<file path="src/rtl/cache_pkg.sv">
// Shared constants, FSM state type and address-field helpers for the instruction cache.
package cache_pkg;

    localparam int unsigned WORD_SIZE   = 16;
    localparam int unsigned LINE_WORDS  = 4;
    localparam int unsigned LINE_BITS   = 64;
    localparam int unsigned OFFSET_BITS = 2;

    typedef enum logic {
        IDLE,
        WAIT
    } state_t;

    // ib is log2 of the line count; results are right-aligned, caller truncates
    function automatic logic [WORD_SIZE-1:0] addr_tag(input logic [WORD_SIZE-1:0] addr,
                                                      input int unsigned ib);
        return addr >> (OFFSET_BITS + ib);
    endfunction

    function automatic logic [WORD_SIZE-1:0] addr_index(input logic [WORD_SIZE-1:0] addr,
                                                        input int unsigned ib);
        logic [WORD_SIZE-1:0] mask;
        mask = (WORD_SIZE'(1) << ib) - WORD_SIZE'(1);
        return (addr >> OFFSET_BITS) & mask;
    endfunction

    function automatic logic [OFFSET_BITS-1:0] addr_offset(input logic [WORD_SIZE-1:0] addr);
        return addr[OFFSET_BITS-1:0];
    endfunction

endpackage

</file>
<file path="src/rtl/cache_line_store.sv">
// Valid/tag/data arrays: combinational read, one fill write port, bulk invalidate.
module cache_line_store #(
    parameter int unsigned LINE_COUNT = 4,
    parameter int unsigned IB         = 2,
    parameter int unsigned TAG_BITS   = 12,
    parameter int unsigned LINE_BITS  = 64
) (
    input  logic                 clk,
    input  logic                 reset_n,
    input  logic [IB-1:0]        rd_index,
    output logic                 rd_valid,
    output logic [TAG_BITS-1:0]  rd_tag,
    output logic [LINE_BITS-1:0] rd_data,
    input  logic                 wr_en,
    input  logic [IB-1:0]        wr_index,
    input  logic [TAG_BITS-1:0]  wr_tag,
    input  logic [LINE_BITS-1:0] wr_data,
    input  logic                 invalidate
);

    logic [LINE_COUNT-1:0] valid_q;
    logic [TAG_BITS-1:0]   tag_q  [LINE_COUNT];
    logic [LINE_BITS-1:0]  data_q [LINE_COUNT];

    // Invalidate outranks a same-edge fill so a flushed line never comes back valid
    always_ff @(posedge clk or negedge reset_n) begin
        if (!reset_n) begin
            valid_q <= '0;
        end else if (invalidate) begin
            valid_q <= '0;
        end else if (wr_en) begin
            valid_q[wr_index] <= 1'b1;
        end
    end

    always_ff @(posedge clk) begin
        if (wr_en) begin
            tag_q[wr_index]  <= wr_tag;
            data_q[wr_index] <= wr_data;
        end
    end

    assign rd_valid = valid_q[rd_index];
    assign rd_tag   = tag_q[rd_index];
    assign rd_data  = data_q[rd_index];

endmodule

</file>
<file path="src/rtl/i_cache.sv">
// Direct-mapped read-only instruction cache: same-cycle hits, single line read per miss.
module i_cache #(
    parameter int unsigned WORD_SIZE  = 16,
    parameter int unsigned LINE_COUNT = 4
) (
    input  logic                   clk,
    input  logic                   reset_n,
    input  logic                   cpu_read,
    input  logic [WORD_SIZE-1:0]   cpu_address,
    output logic [WORD_SIZE-1:0]   cpu_data,
    output logic                   cpu_ready,
    input  logic                   flush,
    output logic                   mem_read,
    output logic [WORD_SIZE-1:0]   mem_address,
    input  logic [4*WORD_SIZE-1:0] mem_data,
    input  logic                   mem_signal,
    output logic [WORD_SIZE-1:0]   hit_count,
    output logic [WORD_SIZE-1:0]   miss_count
);
    import cache_pkg::*;

    localparam int unsigned IB       = $clog2(LINE_COUNT);
    localparam int unsigned TAG_BITS = WORD_SIZE - OFFSET_BITS - IB;
    localparam int unsigned L_BITS   = 4 * WORD_SIZE;

    state_t                 state_q, state_d;
    logic [WORD_SIZE-1:0]   mem_address_q;
    logic [WORD_SIZE-1:0]   hit_count_q, miss_count_q;

    logic [IB-1:0]          req_index, fill_index;
    logic [TAG_BITS-1:0]    req_tag, fill_tag, line_tag;
    logic [OFFSET_BITS-1:0] req_offset;
    logic                   line_valid, hit;
    logic [L_BITS-1:0]      line_data;
    logic                   fill, hit_inc, miss_inc;

    assign req_index  = IB'(addr_index(cpu_address, IB));
    assign req_tag    = TAG_BITS'(addr_tag(cpu_address, IB));
    assign req_offset = addr_offset(cpu_address);
    assign fill_index = IB'(addr_index(mem_address_q, IB));
    assign fill_tag   = TAG_BITS'(addr_tag(mem_address_q, IB));

    cache_line_store #(
        .LINE_COUNT (LINE_COUNT),
        .IB         (IB),
        .TAG_BITS   (TAG_BITS),
        .LINE_BITS  (L_BITS)
    ) u_store (
        .clk        (clk),
        .reset_n    (reset_n),
        .rd_index   (req_index),
        .rd_valid   (line_valid),
        .rd_tag     (line_tag),
        .rd_data    (line_data),
        .wr_en      (fill),
        .wr_index   (fill_index),
        .wr_tag     (fill_tag),
        .wr_data    (mem_data),
        .invalidate (flush)
    );

    assign hit = line_valid && (line_tag == req_tag);

    always_comb begin
        state_d   = state_q;
        cpu_ready = 1'b0;
        mem_read  = 1'b0;
        fill      = 1'b0;
        hit_inc   = 1'b0;
        miss_inc  = 1'b0;
        unique case (state_q)
            IDLE: begin
                if (cpu_read) begin
                    if (hit) begin
                        cpu_ready = 1'b1;
                        hit_inc   = 1'b1;
                    end else begin
                        miss_inc = 1'b1;
                        state_d  = WAIT;
                    end
                end
            end
            WAIT: begin
                mem_read = 1'b1;
                if (mem_signal) begin
                    fill    = 1'b1;
                    state_d = IDLE;
                end
            end
            default: state_d = IDLE;
        endcase
    end

    always_ff @(posedge clk or negedge reset_n) begin
        if (!reset_n) begin
            state_q       <= IDLE;
            mem_address_q <= '0;
            hit_count_q   <= '0;
            miss_count_q  <= '0;
        end else begin
            state_q <= state_d;
            if (hit_inc) begin
                hit_count_q <= hit_count_q + WORD_SIZE'(1);
            end
            if (miss_inc) begin
                miss_count_q  <= miss_count_q + WORD_SIZE'(1);
                mem_address_q <= {cpu_address[WORD_SIZE-1:OFFSET_BITS], {OFFSET_BITS{1'b0}}};
            end
        end
    end

    assign cpu_data    = cpu_ready ? line_data[32'(req_offset) * WORD_SIZE +: WORD_SIZE] : '0;
    assign mem_address = mem_address_q;
    assign hit_count   = hit_count_q;
    assign miss_count  = miss_count_q;

endmodule

</file>
<file path="config.mk">
export PLATFORM = sky130hd
export DESIGN_NAME = i_cache
export DESIGN_NICKNAME = d
export VERILOG_FILES = /design/src/rtl/cache_pkg.sv /design/src/rtl/cache_line_store.sv /design/src/rtl/i_cache.sv
export SDC_FILE = /design/constraint.sdc
export NUM_CORES = 1
export LEC_CHECK = 0
export ABC_CLOCK_PERIOD_IN_PS = 17500
export CORE_ASPECT_RATIO = 1.75
export CORE_UTILIZATION = 55
export CTS_BUF_LIST = sky130_fd_sc_hd__clkbuf_4 sky130_fd_sc_hd__clkbuf_8
export DETAILED_ROUTE_END_ITERATION = 7
export HOLD_SLACK_MARGIN = 0.12
export PLACE_DENSITY = 0.78
export SYNTH_ARGS = -nofsm -noshare
export SYNTH_HDL_FRONTEND = slang
export SYNTH_SLANG_ARGS = --single-unit
</file>
<file path="constraint.sdc">
create_clock -name clk -period 17.5 [get_ports clk]
set_clock_uncertainty 0.15 [all_clocks]
set_input_delay 3.5 -clock clk [delete_from_list [all_inputs] [get_ports clk]]
set_output_delay 3.5 -clock clk [all_outputs]
set_load 0.005 [all_outputs]
</file>
==> metrics.txt <==
Mapped Cells 659; post-layout min period 11.14 ns; Final setup violation count 0; Worst-path clk slew 0.07 ns; Design Power 1.80 mW; WL per Instance 22.8 um; final WL 27100 um; DR WL met2 14900 um; crit path max fanout 52; cts hold-fix bufs 0; fraction of layout cells with a size suffix above 1 21.7%; Hold/Removal Path Class flop to flop; Nets 923; Slew Viols, Final 0; Post-Place Cells 1098; total gr overflow 0; setup TNS 0 ns; max cap viols 0; sequence of cells on the critical path buf_4 -> buf_4 -> mux4_2 -> xnor2_2 -> o211ai_1 -> a2111oi_2 -> nand3_1 -> inv_2 -> and2_1 -> clkdlybuf4s50_1; largest net degree at the start of global routing 78; critical path startpoint category primary input; TritonCTS clock tree built; CP Class primary input to primary output; first-pass GRT wire length 42300 um; Worst EP required 13.85 ns; Die Width 122 um; core area 24700 um^2; area occupied by multi-input gates 3360 um^2; clock root cell clkbuf_8; critical path buffer and inverter count 4; H-tree levels 2; leading area contributor after synthesis edfxtp_1; port bufs 148; Metal-1 WL 10200 um; Synth cell types 40; full die area 26000 um^2; register area share after synthesis 74.7%; worst setup margin 6.36 ns; Hold Fails Final Rpt 0; CP max stage delay 0.86 ns; via count 6937; vias in the first global route 7641; fin area 16700 um^2; Sequential Area 10400 um^2; Slowest-stage cell, CP buf_4; DRT Pass-1 Iters 4; initial antenna violation count 3; gr usage total 22.2%; Layout area overhead 19.6%; Max Fclk 89.7 MHz; Peak VDD IR 0.0658 mV; Synth Warn # 0; DRT iter0 DRCs 486; most used cell, CP buf_4; area share of the largest cell type after synthesis 65.6%; number of fill cells in the layout 1599; initial core utilization 56.3%; Post-CTS Repair Setup Buffers 0; RSZ-0062 raised after global routing false; max_slew headroom 20.9%; part of the cycle the worst path needs 63.7%; post-DR vias/cell 5.84; Die Y 212 um; Sink Count 355; synth top area cells edfxtp_1 66%, mux4_2 14%, dfrtp_1 9.2%; clk buf depth 3; met3 WL post-DR 1360 um; ANT nets after route 0; crit-path leading delay family buffers and inverters; Leak 5.67 nW; top sig layer met5; Final HPWL DP 16700 um; DR DRC count 0; PD cells 108 nW/um^2; post_cts resized 0; Non-Filler Instances 1188; Post-Place Cell Area 15700 um^2; most frequent cells in the layout 304 x edfxtp_1, 144 x clkdlybuf4s50_1, 89 x mux4_2; num ports 151; Mapped Area 13900 um^2; # rows 76; routability-driven placement congestion ratio 0.823; most common cell after layout, fill and taps aside edfxtp_1; Mean Syn Cell Area 21.1 um^2; TritonCTS Buffers 48; Setup Slack @ Placement 6.24 ns; flip-flop and latch count after synthesis 355; clock latency on the worst-skew pair 0.59 ns; crit end category primary output; slew at the pin with the worst max-slew slack 1.19 ns; Worst Path Arrival 7.49 ns; run status complete, no violations
-- per-layer routing --
layer  vias to the layer above  GRT usage [%]
li1                       3049              -
met5                         -              0
met2                       219           39.5
met3                        58           4.08
met1                      3609           26.3
met4                         2           8.92
-- cell type report --
cell class                      instances  share of cell area [%]
Inverter                                3                  0.0676
Timing Repair Buffer                  158                    9.26
Clock inverter                         33                    1.40
Clock buffer                           55                    4.28
Tap cell                              312                    2.34
Antenna cell                            2                  0.0301
Sequential cell                       355                    62.5
Multi-Input combinational cell        270                    20.1
-- cell families (layout without fill, tap and decap cells) --
logic type	count (synthesis)	in the layout	synth area share, %
compound gates	8	8	0.656
mux	109	109	16.0
flops	355	355	74.7
buf+inv	35	249	1.31
simple gates	102	102	4.10
other cells	1	4	0.0269
fa+ha+maj	2	2	0.180
xor+xnor	47	47	3.01
-- synthesized netlist by cell type, drive strengths merged --
| master | instances |
|---|---|
| o32ai | 1 |
| nor4 | 5 |
| conb | 1 |
| o21ba | 1 |
| and2 | 17 |
| o211ai | 2 |
| or3 | 1 |
| o221ai | 1 |
| edfxtp | 304 |
| mux2 | 16 |
| ha | 2 |
| nor2b | 1 |
| a2111oi | 2 |
| inv | 3 |
| nand3 | 14 |
| and4 | 5 |
| mux2i | 4 |
| nand2 | 17 |
| nor4b | 2 |
| xnor2 | 26 |
| and3 | 15 |
| nor3 | 6 |
| nand2b | 1 |
| mux4 | 89 |
| xor2 | 21 |
| nor3b | 2 |
| nand4 | 7 |
| o22ai | 1 |
| clkbuf | 15 |
| dfrtp | 51 |
| buf | 17 |
| nor2 | 9 |
-- worst register-to-register path: cells and delay by family (launching register included) --
family / cells / cell delay [ns]
AOI/OAI and AO/OA: 1 / 0.34
muxes: 2 / 0.87
DFF: 1 / 0.37
xor gates and xnor gates: 1 / 0.36
buffers and inverters: 1 / 0.36
and+or+nand+nor: 2 / 0.47
-- path summary, 6_finish.rpt --
path | startpoint | endpoint | slack (ns) | cells past startpoint
setup / recovery | cpu_address[2] | cpu_data[10] | 6.36 | 10
setup reg to reg | u_store.tag_q[2][9]$_DFFE_PP_ | mem_address[11]$_DFFE_PN0P_ | 14.45 | 7
hold / removal | hit_count[15]$_DFFE_PN0P_ | hit_count[15]$_DFFE_PN0P_ | 0.34 | 1
max in group asynchronous | reset_n | miss_count[11]$_DFFE_PN0P_ | 13.85 | 2
hold reg to reg | hit_count[15]$_DFFE_PN0P_ | hit_count[15]$_DFFE_PN0P_ | 0.34 | 1
min in group asynchronous | reset_n | mem_address[9]$_DFFE_PN0P_ | 2.87 | 2
-- registers in the layout, indices dropped and copies added, names as in the netlist --
signal and count:
hit_count 16, mem_address 14, miss_count 16, state_q 1
u_store.data_q 256, u_store.tag_q 48, u_store.valid_q 4
-- report_power, final --
| part | total [mW] | internal [mW] | switching (mW) |
|---|---|---|---|
| Combinational | 0.169 | 0.0900 | 0.0788 |
| Clock | 0.620 | 0.319 | 0.301 |
| Sequential | 1.01 | 0.984 | 0.0301 |
-- stage by stage --
stage                     util [%]  hold slack [ns]
after global placement        63.5            0.308
after floorplan                  -            0.315
final                         67.4            0.341
after global routing          67.4            0.375
after CTS                     67.3            0.344
after detailed placement      63.5            0.336
(Power assumes the default switching activity.)
